[config.mk]
export PLATFORM = sky130hd
export DESIGN_NAME = regfile_dump_reader
export DESIGN_NICKNAME = d
export VERILOG_FILES = /design/src/rtl/regfile_dump_reader.sv
export SDC_FILE = /design/constraint.sdc
export NUM_CORES = 1
export LEC_CHECK = 0
export CAP_MARGIN = 5
export CORE_ASPECT_RATIO = 0.7
export CORE_MARGIN = 5
export CORE_UTILIZATION = 35
export CTS_BUF_LIST = sky130_fd_sc_hd__clkbuf_8
export CTS_CLUSTER_DIAMETER = 150
export DETAILED_ROUTE_END_ITERATION = 10
export PLACE_DENSITY = 0.71
export SKIP_LAST_GASP = 1
export SLEW_MARGIN = 5
export SYNTH_ARGS = -nofsm -noshare
export SYNTH_HDL_FRONTEND = slang
export SYNTH_SLANG_ARGS = --single-unit
[constraint.sdc]
create_clock -name i_clk -period 2 [get_ports i_clk]
set_clock_uncertainty 0.15 [all_clocks]
set_input_delay 0.3 -clock i_clk [delete_from_list [all_inputs] [get_ports i_clk]]
set_output_delay 0.3 -clock i_clk [all_outputs]
set_load 0.03 [all_outputs]
[src/rtl/regfile_dump_reader.sv]
// Walks a register-set address window through one read port and streams each
// (addr, data) pair out on a valid/ready channel, pulsing done after the last beat.
module regfile_dump_reader #(
  parameter int unsigned DATA_WIDTH = 32,
  parameter int unsigned ADDR_WIDTH = 5
) (
  input  logic                  i_clk,
  input  logic                  i_rst,
  input  logic                  i_start,
  input  logic [ADDR_WIDTH-1:0] i_first_addr,
  input  logic [ADDR_WIDTH-1:0] i_last_addr,
  output logic [ADDR_WIDTH-1:0] o_rd_addr,
  input  logic [DATA_WIDTH-1:0] i_rd_data,
  output logic                  o_valid,
  input  logic                  i_ready,
  output logic [ADDR_WIDTH-1:0] o_addr,
  output logic [DATA_WIDTH-1:0] o_data,
  output logic                  o_last,
  output logic                  o_busy,
  output logic                  o_done
);

  typedef enum logic [1:0] {StIdle, StRead, StSend, StDone} state_e;

  localparam logic [ADDR_WIDTH-1:0] AddrOne = ADDR_WIDTH'(1);

  state_e                state;
  logic [ADDR_WIDTH-1:0] ptr;
  logic [ADDR_WIDTH-1:0] end_addr;
  logic [ADDR_WIDTH-1:0] ptr_next;

  assign ptr_next = ptr + AddrOne;

  // o_rd_addr is registered so it equals ptr exactly during READ and 0 otherwise.
  always_ff @(posedge i_clk or negedge i_rst) begin
    if (!i_rst) begin
      state     <= StIdle;
      ptr       <= '0;
      end_addr  <= '0;
      o_rd_addr <= '0;
      o_addr    <= '0;
      o_data    <= '0;
      o_valid   <= 1'b0;
      o_last    <= 1'b0;
      o_busy    <= 1'b0;
      o_done    <= 1'b0;
    end else begin
      unique case (state)
        StIdle: begin
          if (i_start) begin
            ptr       <= i_first_addr;
            end_addr  <= i_last_addr;
            o_rd_addr <= i_first_addr;
            o_busy    <= 1'b1;
            state     <= StRead;
          end
        end
        StRead: begin
          o_data    <= i_rd_data;
          o_addr    <= ptr;
          o_last    <= (ptr == end_addr);
          o_valid   <= 1'b1;
          o_rd_addr <= '0;
          state     <= StSend;
        end
        StSend: begin
          if (i_ready) begin
            o_valid <= 1'b0;
            if (o_last) begin
              o_done <= 1'b1;
              state  <= StDone;
            end else begin
              ptr       <= ptr_next;
              o_rd_addr <= ptr_next;
              state     <= StRead;
            end
          end
        end
        StDone: begin
          o_done <= 1'b0;
          o_busy <= 1'b0;
          state  <= StIdle;
        end
        default: state <= StIdle;
      endcase
    end
  end

endmodule

==> results.txt, run 1 <==
The final route contains 1848 vias. The sequential area share after synthesis is 56.81%, and the number of buffers and inverters on the critical path is 2. The die width is 112.1 um, and the achievable frequency is 530.2 MHz.

For the count of instances resized after the clock tree is built, the log shows 0. The average cell area after synthesis came out at 13.31 um2. The library cells used most frequently in the layout, excluding fill and tap cells, are 90 x clkdlybuf4s50_1, 58 x dfrtp_1, 42 x mux2_2. STA puts the critical path data required time at 2.10 ns. The setup check on the worst reg-to-reg path leaves a slack of 0.11 ns.

The total count of max-transition violations in the final report was 0. The number of port buffers is 91. The congestion estimate from routability-driven global placement came to 0.7996.

The die is 81.49 um tall. The startpoint class of the critical path is a flop. Setup slack closes at 0.1140 ns. The half-perimeter wire length after placement is 4.346 mm. Of the available clock period, the critical path in the final layout requires 94.30%. The critical path runs through a total of 7 cells. The netlist uses 30 different library cells. In this run the critical register-to-register path is launched from state[0]. Setup repair after global routing left no endpoint under its margin. Clock-pin slew reported for the worst setup and hold paths after clock tree synthesis: 0.07 ns. The tools report the core footprint as 7189 um2. The overall fraction of global-route tracks in use was 13.18%. Leaving out fill and tap cells, the most frequent cell in the layout is clkdlybuf4s50_1. The post-route minimum period was 1.886 ns. Traced cell by cell, the critical path runs through inv_1 > ha_1 > nor2_2 > a211oi_4 > buf_4 > nand3_1 > o211ai_1. In the final layout, the share of cells above drive strength 1 is 25.58%.

The maximum root-to-sink buffer count is 2, and the highest fanout seen on the critical path is 7. After detailed routing, the total wire length is 5.888 mm. The Yosys step of the flow raised 0 warnings. The flop and latch count out of synthesis works out to 58. The initial utilization of the core area, before any placement, comes to 35.54%.

The antenna cell count is 0, and the number of search-and-repair iterations in the first detailed-routing pass is 4. The later pin in the worst-skew pair is clocked with a latency of 0.33 ns. Synthesis produced a netlist whose cell count is 192. For this design the ratio of total power to cell area is 1961 nW/um2. After detailed routing, the average wire length per cell comes to 14.76 um.

The flow ran to the end, and the final reports show no timing, DRC or antenna violations. The CTS root buffer was clkbuf_8. Counting every sink on the clock net gives 58. Entering global routing, the biggest net connects 41 pins. The run gives 0 as the count of unresolved DRC violations after routing. Data arrives at the worst endpoint at 1.98 ns. The area added between synthesis and finish works out to 51.86%. For the number of failing hold endpoints at the final stage, the log shows 0. Category of the critical setup timing path: flop to flop. The largest individual stage delay along the critical path comes from the cell ha_1.

Timing analysis after detailed placement gives a worst setup slack of 0.07301 ns. The number of cells on the worst reg-to-reg path is 7. The tools report the number of buffers added by the clock tree synthesis step as 9. The logs give 0 for the setup violation total in the final timing report and 40 for the initial detailed-routing violation count. The logs give 1921 for the via count of the first global-routing pass and 0 for the total global routing overflow. The first global-routing pass estimated 9.439 mm of wire.

Adding up every negative setup slack in the final design gives 0 ns. In this run the remaining antenna-violating nets after routing total 0. The final net count came out at 348. For this design the static power due to leakage is 1.617 nW. 92 I/O pins were placed.

The endpoint identified for the worst register-to-register timing path is ptr[2]. The vias per cell was 4.632; the post-synthesis cell area was 2555 um2. The number of maximum-capacitance constraint violations is 0, and the floorplan row count is 26. TritonCTS built the clock tree. The die covers 9136 um2.

Headroom to the max-slew limit came out at 67.76%. The highest cell delay on the worst timing path came out at 0.39 ns. The tightest min-delay check is of the input pin to asynchronous set/reset pin type. The initial antenna violation count was 0. The cell family contributing the most delay on the critical path is adder cells. CTS built an H-tree with a depth of 3. When the netlist entered floorplanning its net count stood at 244. At the pin with the least slew margin, the transition time is 0.4836 ns.

The worst-case IR drop observed on VDD is 0.7293 mV. STA classifies the critical path endpoint as a flop.
-- power by group --
part           internal (mW)  switching, mW
clock                  0.816          0.454
sequential              1.79          0.383
combinational           2.03           2.13
-- kinds of logic after synthesis --
group	share of synthesized area (%)
AOI/OAI and AO/OA	7.640
xor gates and xnor gates	2.743
adders and majority gates	2.938
buffers and inverters	3.085
DFF	56.81
muxes	21.25
and+or+nand+nor	5.534
-- stage by stage --
| stage | power (mW) | area [um2] | hold slack (ns) | std cells | util, % |
|---|---|---|---|---|---|
| floorplan | 4.834 | 2555 | -0.1456 | 192 | - |
| global placement | 6.312 | 3637 | 0.1315 | 382 | 50.59 |
| detailed placement | 6.403 | 3637 | 0.1389 | 382 | 50.59 |
| CTS | 7.724 | 3880 | 0.3193 | 399 | 53.97 |
| global route | 8.073 | 3880 | 0.3527 | 399 | 53.97 |
| finish | 7.609 | 3880 | 0.3424 | 399 | 53.97 |
-- cells in the mapped netlist --
master | number | share of area (%)
or2_2 | 1 | 0.25
a211oi_4 | 2 | 1.6
mux2_4 | 2 | 1.2
mux2_2 | 42 | 19
a211oi_1 | 1 | 0.29
o21a_1 | 1 | 0.29
nand3_1 | 5 | 0.98
buf_1 | 1 | 0.15
o2bb2ai_1 | 1 | 0.34
o32a_1 | 1 | 0.39
o221ai_2 | 1 | 0.59
a21oi_1 | 10 | 2.0
buf_4 | 1 | 0.29
o211ai_1 | 2 | 0.59
nand2_1 | 7 | 1.0
mux2i_1 | 4 | 1.6
xor2_1 | 1 | 0.34
ha_1 | 6 | 2.9
inv_1 | 10 | 1.5
nor2b_1 | 2 | 0.49
buf_2 | 6 | 1.2
nor2_2 | 1 | 0.25
a31oi_1 | 2 | 0.49
xnor2_1 | 7 | 2.4
dfrtp_1 | 58 | 57
o21ai_0 | 2 | 0.39
nand2b_4 | 1 | 0.54
nor2_1 | 10 | 1.5
o22ai_1 | 3 | 0.73
nor2b_4 | 1 | 0.54
-- metal layers --
layer  vias to the layer above  wire length (um)  global-route usage, %
li1                        875                 -                      -
met1                       891              2850                  17.75
met2                        70              2493                  18.73
met3                        12               449                  5.817
met4                         0                95                  5.042
met5                         -                 0                      0
-- final cells by class --
| type | count | area, um2 |
|---|---|---|
| Clock buffer | 9 | 123.9 |
| Clock inverter | 7 | 108.9 |
| Fill cell | 633 | 3309 |
| Inverter | 10 | 37.54 |
| Multi-Input combinational cell | 116 | 1027 |
| Sequential cell | 58 | 1451 |
| Tap cell | 98 | 122.6 |
| Timing Repair Buffer | 101 | 1008 |
-- worst reg2reg max path, cell delays in order, from the launching register on --
cell      delay (ns)
dfrtp_1         0.37
inv_1           0.10
ha_1            0.39
nor2_2          0.11
a211oi_4        0.29
buf_4           0.20
nand3_1         0.08
o211ai_1        0.10
-- flip-flops by register name, indices dropped and copies added, names as in the netlist --
signal,cells
end_addr,5
o_addr,5
o_busy,1
o_data,32
o_done,1
o_last,1
o_rd_addr,5
o_valid,1
ptr,5
state,2
-- worst max path at each step --
stage / endpoint / start
6_report: ptr[2] / state[0]
5_1_grt: ptr[2] / state[0]
4_1_cts: o_last / o_last
3_5_place_dp: o_rd_addr[2] / i_ready
3_3_place_gp: o_rd_addr[2] / i_ready
2_1_floorplan: o_rd_addr[2] / state[0]
-- timing repair --
| action | in CTS | in global routing |
|---|---|---|
| hold buffers | 1 | 0 |
| buffers inserted | 0 | 0 |
| hold endpoints to repair | 17 | 0 |
(Power assumes the default switching activity.)
==> run 2, diff against run 1 <==
SLEW_MARGIN = 10   (was 5)
==> results of run 2 <==
The final DEF is identical to that of run 1; final timing and power are the same.
==> run 3, diff against run 2 <==
CAP_MARGIN = not set   (was 5)
==> results of run 3 <==
The final DEF is identical to that of run 1; final timing and power are the same.
==> RTL edit: new RTL, config.mk and constraints of run 3 <==
Set the parameter `DATA_WIDTH` to 28 (it was 32).
--- a/src/rtl/regfile_dump_reader.sv
+++ b/src/rtl/regfile_dump_reader.sv
@@ -2,5 +2,5 @@
 // (addr, data) pair out on a valid/ready channel, pulsing done after the last beat.
 module regfile_dump_reader #(
-  parameter int unsigned DATA_WIDTH = 32,
+  parameter int unsigned DATA_WIDTH = 28,
   parameter int unsigned ADDR_WIDTH = 5
 ) (
Interface: changed (resized i_rd_data and o_data); port bits go from 92 to 84. The function was not compared with the original's and may differ.
==> RTL edit against run 3 <==
- die area is 5.1% lower
- sequential cell count is 4 lower
- total power is 14% lower
- via count is 8.6% lower
- highest routed layer unchanged
- synthesized area is 5.7% lower
- wire length is 9.5% lower
- worst setup slack better by 39 ps
- final area is 9.8% lower
- sequential share of layout area is 1.2 points higher
==> RTL edit: results (changes against run 3) <==
CTS
  • Worst-case clock buffer depth: 2 (unchanged)
  • Clock Latency Late Sink: 290 ps (-40 ps)
  • H-tree levels: 2 (-1)
  • CTS Buf Count: 5 (-4)
  • Clock transition at the registers of the reported paths: 90 ps (+20 ps)
  • Root buf cell: clkbuf_8

Synthesis
  • Ys Warns: 0 (unchanged)
  • Syn avg cell area: 13.1 µm² (-1.6%)
  • Synth area leaders: dfrtp_1, mux2_2, ha_1
  • FFs w/ async S/R, synth: 100% (unchanged)
  • Top cells by instance count after synthesis: dfrtp_1, mux2_2, a21oi_1, inv_1, nor2_1
  • Syn nets: 232 (-4.9%)
  • Top_reg_cell synth: dfrtp_1
  • Synth cell types: 30 (unchanged)
  • Sequential fraction of the synthesis area: 56.1% (-0.73 points)

Timing
  • Slew headroom: 61.5% (-6.3 points)

Placement
  • Placed Instances: 361 (-5.5%)
  • Final Wtd Congestion: 0.771 (-3.6%)
  • Final HPWL DP: 4.04 mm (-7.0%)
  • Port bufs: 83 (-8.8%)
  • DP Area: 0.00340 mm² (-6.5%)

Cells and area
  • Ratio of cells with drive above 1 in the final layout: 23.9% (-1.7 points)
  • Fillers: 602 (-4.9%)
  • Fin nets: 324 (-6.9%)
  • Largest register by flop count: o_data
  • Number of flip-flops in the largest register: 28 (-13%)
  • Diodes inserted: 0 (unchanged)

Route
  • Drt total wl: 5.33 mm (-9.5%)
  • Post-DRT Antenna Nets: 0 (unchanged)
  • Starting DRC count in detailed routing: 45 (+13%)
  • DR vias: 1689 (-8.6%)
  • First drt pass iteration count: 4 (unchanged)
  • DR vias/cell: 4.56 (-1.4%)

Global route
  • Vias in the first global route: 1734 (-9.7%)
  • Total track usage: 12.5% (-0.72 points)
  • First-pass GRT wire length: 8.55 mm (-9.4%)
  • Initial antenna violation count: 0 (unchanged)
  • Pin count of the biggest net entering global routing: 37 (-9.8%)

Worst hold path
  • Min-Delay Path Class: reg2reg
  • Worst Hold Endpoint: o_rd_addr[4]
  • Critical hold path startpoint: o_rd_addr[4]
  • Hold path cells: 1

Worst setup path
  • Crit path DAT: 1400 ps (-580 ps)
  • Worst path top cell family by delay: buffers and inverters
  • RR Startpoint: state[1]
  • Reg2Reg Setup Slack: 180 ps (+70 ps)
  • RR Endpoint: o_rd_addr[2]
  • CP max stage cell: clkdlybuf4s50_1
  • CP max FO: 4 (-3)
  • Register-to-Register Path Depth: 5 (-2)
  • CP peak stage delay: 690 ps (+300 ps)

Power and ir drop
  • Pwr Density: 1860 mW/mm² (-5.1%)
  • Static leakage: 1.44 nW (-11%)
  • VDD IR max: 0.686 mV (-6.0%)

Outcome
  • Run status: complete, no violations
-- RTL edit: what timing repair did --
action,4_1_cts,5_1_grt
setup endpoints to repair,0,1
endpoints found under the hold margin,23,0
buffers inserted,0,1
hold buffers,1,0
gates resized for setup,0,1
-- RTL edit: layer usage --
metal	vias up	track usage [%]	share of wire, %
li1	820	-	-
met1	807	18.0	49
met2	58	18.3	42
met3	4	4.61	8.5
met4	0	1.49	0.36
met5	-	0	0
-- RTL edit: worst max path at each step --
stage / from / to / slack [ps] / cells past startpoint
2_1_floorplan: state[0] / o_rd_addr[2] / 180 / 5
3_3_place_gp: i_ready / ptr[2] / 90 / 6
3_5_place_dp: i_ready / ptr[2] / 70 / 6
4_1_cts: o_last / o_last / 140 / 1
5_1_grt: state[1] / ptr[0] / 30 / 7
6_report: o_last / o_last / 150 / 1
-- RTL edit: through the flow --
stage	worst slack, ps	hold slack [ps]
floorplan	180	-146
global placement	91.2	179
detailed placement	69.5	181
CTS	137	355
global route	33.8	385
finish	153	350
-- RTL edit: report_power, final --
part | total [mW] | internal [mW] | leakage (nW) | switching (mW)
Sequential | 2.02 | 1.66 | 0.635 | 0.359
Clock | 0.572 | 0.236 | 0.0438 | 0.336
Combinational | 3.92 | 1.92 | 0.763 | 2.00
-- RTL edit: kinds of logic (layout without fill, tap and decap cells) --
family | after synthesis | count (layout) | synth area share, %
flops | 54 | 54 | 56.1
mux | 44 | 44 | 20.7
simple gates | 28 | 28 | 5.87
compound gates | 26 | 26 | 8.10
buf+inv | 18 | 110 | 3.27
xor+xnor | 8 | 8 | 2.91
fa+ha+maj | 6 | 6 | 3.12
-- RTL edit: cell type report --
class / count / share of cell area, %
well taps: 94 / 3.36
multi-input cells: 112 / 28.1
inverters: 10 / 1.07
clock buffers: 5 / 1.97
flip-flops and latches: 54 / 38.6
clock inverters: 2 / 0.286
repair buffers: 93 / 26.5
